==> src/rtl/mem_arbiter.sv <==
// mem_arbiter: shares one single-port memory between the instruction-fetch
// port (0, read-only) and the load/store port (1, read/write). One access is
// granted per cycle with round-robin fairness. Read data comes back one cycle
// later from response registers. Port 1 may hold a bounded lock so that a
// read-modify-write sequence is not interleaved with fetches.
//
// Handshake: a request transfers on a cycle where reqX_valid & reqX_ready are
// both high. ready is combinational from the valids, the FSM state and the
// priority pointer, and never depends on the response side. Responses have no
// backpressure: rspX_valid is high for exactly the one cycle after an accept.
module mem_arbiter #(
    parameter int Nbits    = 64,
    parameter int LOCK_MAX = 15
) (
    input  logic             clk,
    input  logic             rst,
    // fetch port (read-only)
    input  logic             req0_valid,
    input  logic [Nbits-1:0] req0_addr,
    output logic             req0_ready,
    output logic             rsp0_valid,
    output logic [Nbits-1:0] rsp0_data,
    // load/store port
    input  logic             req1_valid,
    input  logic             req1_we,
    input  logic             req1_lock,
    input  logic [Nbits-1:0] req1_addr,
    input  logic [Nbits-1:0] req1_wdata,
    output logic             req1_ready,
    output logic             rsp1_valid,
    output logic [Nbits-1:0] rsp1_data,
    // memory side
    output logic             mem_w_en,
    output logic             mem_r_en,
    output logic [Nbits-1:0] mem_address,
    output logic [Nbits-1:0] mem_w_data,
    input  logic [Nbits-1:0] mem_r_data,
    // status
    output logic             lock_timeout,
    output logic             dbg_state_o
);

    localparam int CW = $clog2(LOCK_MAX + 1);
    localparam logic [CW-1:0] LOCK_LAST = CW'(LOCK_MAX);

    typedef enum logic [0:0] {
        ARB    = 1'b0,
        LOCKED = 1'b1
    } state_e;

    state_e           state_q;
    logic             prio_q;        // port preferred when both are valid
    logic [CW-1:0]    lock_cnt_q;    // cycles spent in LOCKED
    logic             lock_timeout_q;
    logic             rsp0_valid_q;
    logic [Nbits-1:0] rsp0_data_q;
    logic             rsp1_valid_q;
    logic [Nbits-1:0] rsp1_data_q;

    logic lock_expired;
    logic grant0;
    logic grant1;

    // Grant decision: round-robin in ARB, port 1 only while LOCKED, and no
    // grant at all in the forced-release cycle or while reset is asserted.
    always_comb begin
        lock_expired = (state_q == LOCKED) && (lock_cnt_q == LOCK_LAST);
        grant0 = 1'b0;
        grant1 = 1'b0;
        if (!rst) begin
            if (state_q == ARB) begin
                grant0 = req0_valid && (!req1_valid || !prio_q);
                grant1 = req1_valid && (!req0_valid ||  prio_q);
            end else begin
                grant1 = req1_valid && !lock_expired;
            end
        end
    end

    // Drive the memory only for the granted access; idle cycles are all zero.
    always_comb begin
        mem_w_en    = 1'b0;
        mem_r_en    = 1'b0;
        mem_address = '0;
        mem_w_data  = '0;
        if (grant0) begin
            mem_r_en    = 1'b1;
            mem_address = req0_addr;
        end else if (grant1) begin
            mem_address = req1_addr;
            if (req1_we) begin
                mem_w_en   = 1'b1;
                mem_w_data = req1_wdata;
            end else begin
                mem_r_en = 1'b1;
            end
        end
    end

    // Arbitration FSM, priority pointer, lock counter and response registers.
    always_ff @(posedge clk) begin
        if (rst) begin
            state_q        <= ARB;
            prio_q         <= 1'b1;
            lock_cnt_q     <= '0;
            lock_timeout_q <= 1'b0;
            rsp0_valid_q   <= 1'b0;
            rsp0_data_q    <= '0;
            rsp1_valid_q   <= 1'b0;
            rsp1_data_q    <= '0;
        end else begin
            rsp0_valid_q <= grant0;
            if (grant0) begin
                rsp0_data_q <= mem_r_data;
            end
            rsp1_valid_q <= grant1;
            if (grant1) begin
                rsp1_data_q <= req1_we ? '0 : mem_r_data;
            end

            case (state_q)
                ARB: begin
                    if (grant0) begin
                        prio_q <= 1'b1;
                    end
                    if (grant1) begin
                        prio_q <= 1'b0;
                        if (req1_lock) begin
                            state_q    <= LOCKED;
                            lock_cnt_q <= '0;
                        end
                    end
                end
                LOCKED: begin
                    if (lock_expired) begin
                        state_q        <= ARB;
                        lock_timeout_q <= 1'b1;
                    end else if (grant1 && !req1_lock) begin
                        state_q <= ARB;
                    end else if (lock_cnt_q != LOCK_LAST) begin
                        lock_cnt_q <= lock_cnt_q + 1'b1;
                    end
                end
                default: state_q <= ARB;
            endcase
        end
    end

    assign req0_ready   = grant0;
    assign req1_ready   = grant1;
    assign rsp0_valid   = rsp0_valid_q;
    assign rsp0_data    = rsp0_data_q;
    assign rsp1_valid   = rsp1_valid_q;
    assign rsp1_data    = rsp1_data_q;
    assign lock_timeout = lock_timeout_q;
    assign dbg_state_o  = state_q;

endmodule
==> config.mk <==
export PLATFORM = sky130hd
export DESIGN_NAME = mem_arbiter
export DESIGN_NICKNAME = d
export VERILOG_FILES = /design/src/rtl/mem_arbiter.sv
export SDC_FILE = /design/constraint.sdc
export NUM_CORES = 1
export LEC_CHECK = 0
export CORE_AREA = 2 2 205 207
export CTS_BUF_LIST = sky130_fd_sc_hd__clkbuf_4 sky130_fd_sc_hd__clkbuf_8
export DETAILED_ROUTE_END_ITERATION = 16
export DIE_AREA = 0 0 207 209
export HOLD_SLACK_MARGIN = 0.03
export PLACE_DENSITY = 0.48
export SLEW_MARGIN = 20
export SYNTH_ARGS = -nofsm -noshare
export SYNTH_HDL_FRONTEND = slang
export SYNTH_SLANG_ARGS = --single-unit
==> constraint.sdc <==
create_clock -name clk -period 2.3 [get_ports clk]
set_input_delay 0.46 -clock clk [delete_from_list [all_inputs] [get_ports clk]]
set_output_delay 0.46 -clock clk [all_outputs]
set_load 0.01 [all_outputs]
==> metrics, run 1 <==
outcome=finished with violations; failing checks=setup timing; Max Root-Sink Buffers=2; RSZ-0062 raised after global routing=true; number of max-cap violations=0; kind of critical path=reg2out; clock root buffer=clkbuf_8; vias per cell=4.268; vias in the first global route=8498; Pwr Total=6601 uW; power density cells=466.6 mW/mm^2; FF+latch area=0.002749 sq mm; critical path capture point type=output port; skew final=0.01113 ns; Slew @ Worst Pin=0.8355 ns; Die Height=209 microns; hold path startpoint=lock_timeout; clock network latency to the later pin of the worst-skew pair=0.46 ns; # fillers=4296; Routed WL=39260 microns; WHS=0.4535 ns; slowest cell on the critical path=dfxtp_2; Synth Net Count=1170; Yosys cell types=29; CTS Buf Count=17; wire per inst=19.41 microns; Nets=1728; via count=8635; VDD IR-drop max=0.2697 mV; CP Max Fanout=6; final period demand of the worst path=2.691 ns; DRC violation count after routing=0; Final period util=117.0%; CP max stage delay=0.35 ns; Worst setup SP type=register; Mapped Cells=907; core area=0.04129 sq mm; first-pass GRT wire length=55790 microns; Iteration-0 DRC Markers=439; max_slew headroom=44.30%; final setup fails=130; register area share after synthesis=42.86%; # rows=75; synthesized area per cell=7.055 sq um; Syn-to-layout area delta=121.1%; Final Wtd Congestion=0.9255; Fin Setup TNS=-31.14 ns; Starting Density=15.50%; CTS tree=done; worst path arrival time=2.23 ns; Setup WS post-layout=-0.3907 ns; Critical Path, Cell by Cell=ha_4 -> nand4_1 -> o211ai_4 -> nor3_4 -> buf_6 -> buf_8 -> buf_16 -> buf_6 -> buf_6 -> and2_4 -> buf_6; worst r2r src=lock_cnt_q[0]; Critical path origin=lock_cnt_q[0]; share of layout cells above drive strength 1=29.63%; FF+latch count, synth=137; clock-pin slew on the worst setup and hold paths=0.09 ns; IO buf count=525; post-synthesis cell area=0.006399 sq mm; CTS Hold Bufs=0; I/O pins=526; Leak=0.005375 uW; largest net degree at the start of global routing=109; Top cell by count, worst path=buf_6; H-tree levels=4; hold crit path type=reg2reg; Yosys Warn Count=0; die width=207 microns; number of routed nets with antenna violations=0; First-pass DRT Iterations=4; HPWL after DPL=26590 microns; final hold viol count=0; Slew Limit Fails=0; CTS sink cnt=137; initial antenna violation count=9; Multi-input gate area=0.004108 sq mm; CP required=1.84 ns; Max Clk Rate=371.7 MHz; gr ovfl total=0; GRT Util Overall=16.82%; Die ar.=0.04326 sq mm
-- power by group --
group	switching, uW	leakage (uW)	internal (uW)
sequential	61.2	0.00112	2490
combinational	953	0.00407	1110
clock	1170	0.000182	818
total	2190	0.00538	4420
-- routing by layer --
layer	wire length (microns)	track usage, %	up-vias
met3	2832	6.041	51
met1	15780	19.55	4099
met5	34	0	-
met4	1043	4.778	6
met2	19570	29.01	328
li1	-	-	4151
-- Yosys cell counts, drive strengths merged --
cell	count	area share, %
nor3	2	0.23
nor4	1	0.098
a21oi	199	16
a21bo	1	0.16
nor2	5	0.29
o211a	1	0.16
nand3	131	10
dfxtp	137	43
ha	1	0.20
nand2	259	15
a21o	1	0.12
o31ai	2	0.23
nand2b	3	0.33
nor2b	2	0.20
clkbuf	36	2.2
buf	51	4.5
a41oi	1	0.14
a311oi	1	0.14
and2	64	6.3
and4	1	0.14
o211ai	1	0.20
a211oi	2	0.23
inv	4	0.23
nand4	1	0.098
-- cells by family after synthesis --
group / Yosys count / synth area share [%]
flip-flops: 137 / 42.86
AND/OR/NAND/NOR: 469 / 33.09
AO/OA/AOI/OAI: 209 / 16.93
buffers and inverters: 91 / 6.922
adder cells (fa/ha/maj): 1 / 0.1955
-- per-stage QoR --
| step | util, % | instances | area [sq um] | setup slack [ns] |
|---|---|---|---|---|
| after floorplan | - | 907 | 6399 | 0.2444 |
| after global placement | 30.11 | 1928 | 12430 | -0.6824 |
| after detailed placement | 30.11 | 1928 | 12430 | -0.6890 |
| after CTS | 31.41 | 2001 | 12970 | -0.5974 |
| after global routing | 34.25 | 2021 | 14140 | -0.5305 |
| final | 34.27 | 2023 | 14150 | -0.3907 |
-- area by class of cell --
class                           instances  share of cell area (%)
Sequential cell                       137                   19.43
Clock buffer                           18                   1.751
Multi-Input combinational cell        679                   29.03
Inverter                                4                  0.1061
Tap cell                              539                   4.767
Antenna cell                            6                  0.1061
Clock inverter                         14                  0.8755
Timing Repair Buffer                  626                   43.93
-- cells in the final DEF, fill, tap and decap left out, types with 6 or more instances in the layout --
master           count
buf_8                7
a21oi_2             58
buf_4               41
nand3_4             26
clkbuf_8            18
buf_12              18
a21oi_1            140
and2_1              27
and2_4              37
nand3_1             70
nand2_1            258
clkdlybuf4s50_1    390
inv_6                8
diode_2              6
nand3_2             35
buf_6               62
dfxtp_1            134
clkbuf_16            9
buf_2               92
-- worst max-delay path: cells and delay by family (launching register included) --
family	cells	cell delay, ns
and+or+nand+nor	3	0.45
AOI/OAI and AO/OA	1	0.12
DFF	1	0.35
buffers and inverters	6	0.68
adders and majority gates	1	0.16
-- state kept, by name (all words and copies together), names as in the netlist --
| register | flops |
|---|---|
| rsp0_data | 64 |
| rsp1_data | 64 |
| lock_cnt_q | 4 |
| dbg_state_o | 1 |
| lock_timeout | 1 |
| prio_q | 1 |
| rsp0_valid | 1 |
| rsp1_valid | 1 |
-- repair_timing --
action | 4_1_cts | 5_1_grt
cloned | 8 | 10
buffers inserted | 33 | 23
setup endpoints to repair | 132 | 131
pin swaps | 44 | 117
resized for setup | 614 | 224
-- final timing paths --
check | end | slack (ns) | cells past startpoint
setup / recovery | mem_w_data[58] | -0.39 | 11
hold / removal | lock_timeout | 0.45 | 2
setup reg to reg | rsp1_data[1] | 0.41 | 8
hold reg to reg | lock_timeout | 0.45 | 2
Power figures use the tool's default switching activity.
==> run 2, diff against run 1 <==
--- a/config.mk
+++ b/config.mk
@@ -9,8 +9,10 @@
 export CTS_BUF_LIST = sky130_fd_sc_hd__clkbuf_4 sky130_fd_sc_hd__clkbuf_8
 export DETAILED_ROUTE_END_ITERATION = 16
 export DIE_AREA = 0 0 207 209
+export GPL_TIMING_DRIVEN = 0
 export HOLD_SLACK_MARGIN = 0.03
 export PLACE_DENSITY = 0.48
+export REMOVE_ABC_BUFFERS = 1
 export SLEW_MARGIN = 20
 export SYNTH_ARGS = -nofsm -noshare
 export SYNTH_HDL_FRONTEND = slang
==> run 2 against run 1 <==
Non-clock buffer count increased by 30. Sequential power barely moved. Sequential share of layout area decreased by 1.1 points. Cell area is 6.3% higher. Cell count rose by 1.6%. Register-to-register slack got worse by 0.25 ns. Sequential cell count unchanged. The run still ends with setup timing left.
==> metrics, run 2 (same netlist as run 1, synthesis figures left out) <==
Die ar.=0.04326 sq mm (unchanged); First-pass DRT Iterations=4 (unchanged); CTS tree=done; NetSw=2163 uW (-1.0%); CTS sink cnt=137 (unchanged); Pint=5037 uW (+14%); Fin Setup TNS=-39.62 ns (-8.481 ns); critical path capture point type=output port; Sw Ratio=30.04% (-3.1 points); share of layout cells above drive strength 1=31.68% (+2.0 points); Die Height=209 microns (unchanged); Nets=1762 (+2.0%); Routed WL=41810 microns (+6.5%); hold crit path type=in2reg; kind of critical path=in2out; Setup WS post-layout=-0.4220 ns (-0.03133 ns); failing checks=setup timing; sequential power share=35.4% (-3.2 points); GRT Util Overall=18.01% (+1.2 points); outcome=finished with violations; Syn-to-layout area delta=135.0%; skew final=0.01617 ns (+0.005041 ns); Starting Density=15.50% (unchanged); DRC violation count after routing=0 (unchanged); CP Max Fanout=34 (+28); Comb pwr share=32.4% (+1.1 points); final hold viol count=0 (unchanged); die width=207 microns (unchanged); number of routed nets with antenna violations=0 (unchanged); H-tree levels=4 (unchanged); clock-pin slew on the worst setup and hold paths=0.08 ns (about the same); wire per inst=20.33 microns (+4.8%); RSZ-0062 raised after global routing=true; most frequent cells in the layout=390 x clkdlybuf4s50_1, 247 x nand2_1, 156 x a21oi_1; vias per cell=4.264 (-0.10%); HPWL after DPL=26350 microns (-0.91%); IO buf count=525 (unchanged); VDD IR-drop max=0.3771 mV (+40%); first-pass GRT wire length=58910 microns (+5.6%); setup slack at placement=-1.542 ns (-0.8535 ns); Slew Limit Fails=0 (unchanged); most common cell after layout, fill and taps aside=clkdlybuf4s50_1; CTS Buf Count=17 (unchanged); final setup fails=131 (+0.77%); largest net degree at the start of global routing=106 (-2.8%); vias in the first global route=8721 (+2.6%); Leak=0.005834 uW (+8.5%); Final Wtd Congestion=0.8210 (-11%); worst path arrival time=2.26 ns (+0.03 ns); Slew @ Worst Pin=0.6754 ns (-0.1601 ns); Iteration-0 DRC Markers=347 (-21%); clock power share=32.3% (+2.2 points); gr ovfl total=0 (unchanged); Worst setup SP type=input port; Max Clk Rate=367.4 MHz (-1.2%); clock root buffer=clkbuf_8; CP required=1.84 ns (about the same); via count=8767 (+1.5%); WHS=0.4091 ns (-0.04439 ns); core area=0.04129 sq mm (unchanged); initial antenna violation count=10 (+1); number of max-cap violations=0 (unchanged); # fillers=4283 (-0.30%); max_slew headroom=54.98% (+11 points); clock network latency to the later pin of the worst-skew pair=0.45 ns (about the same); final period demand of the worst path=2.722 ns (+0.03133 ns); Final period util=118.3% (+1.4 points); Max Root-Sink Buffers=2 (unchanged); I/O pins=526 (unchanged); power density cells=478.9 mW/mm^2 (+2.7%); # rows=75 (unchanged)
run 2: cell types whose count changed in the layout (fill, tap and decap cells not counted), moves of 14 or more:
cell | previous run | this run
buf_2 | 92 | 71
and2_4 | 37 | 52
nand3_4 | 26 | 12
a21oi_2 | 58 | 39
and2_1 | 27 | 12
a21oi_1 | 140 | 156
buf_16 | 5 | 24
run 2: worst max-delay path, cell delays in order:
cell             delay, ns
clkdlybuf4s50_1       0.48
bufinv_16             0.24
buf_16                0.18
nor3_4                0.20
buf_12                0.14
buf_12                0.14
clkbuf_16             0.15
and2_4                0.13
buf_6                 0.09
run 2: power by group through the flow:
| stage | sequential (uW) | combinational [uW] | clock, uW |
|---|---|---|---|
| detailed placement | 2600 | 1790 | 0 |
| CTS | 2550 | 2200 | 2430 |
| finish | 2550 | 2330 | 2320 |
| global placement | 2600 | 1770 | 0 |
| floorplan | 2650 | 488 | 0 |
| global route | 2560 | 2470 | 2510 |
run 2: path summary, 6_finish.rpt:
check / from / to / slack, ns / depth (start not counted)
min: rst / rsp0_data[42] / 0.41 / 2
max: req1_we / mem_w_data[13] / -0.42 / 9
min reg2reg: rsp1_data[46] / rsp1_data[46] / 0.45 / 2
max reg2reg: lock_cnt_q[1] / rsp1_data[58] / 0.16 / 11
run 2: per-stage QoR:
stage                     cell area, sq um  utilization [%]  std cells  power [uW]
after floorplan                       5971                -        820        3140
after global placement               11900            28.82       1884        4365
after detailed placement             12370            29.95       1902        4391
after CTS                            14370            34.79       2034        7175
after global routing                 15030            36.41       2055        7539
final                                15030            36.41       2056        7201
run 2: layout make-up:
type                       count  area [sq um]  area share (%)
antenna                        5         12.51         0.08322
clock buffer                  18         247.7           1.648
clock inverter                14         209.0           1.390
inverter                       4         41.29          0.2746
multi-input combinational    683          4053           26.96
sequential                   137          2756           18.33
tap                          539         674.4           4.486
timing repair buffer         656          7041           46.83
run 2: routing by layer:
layer,GRT usage (%),vias up,share of wire (%)
met5,0,-,0.14
met4,5.345,8,1.7
met3,5.651,37,6.9
met2,31.94,321,51
met1,20.66,4160,40
li1,-,4241,-
run 2: what timing repair did:
action / in CTS / in global routing
cloned: 24 / 10
hold buffers: 0 / 0
setup endpoints to repair: 132 / 197
resized for setup: 739 / 111
pin swaps: 93 / 62
buffers inserted: 76 / 15
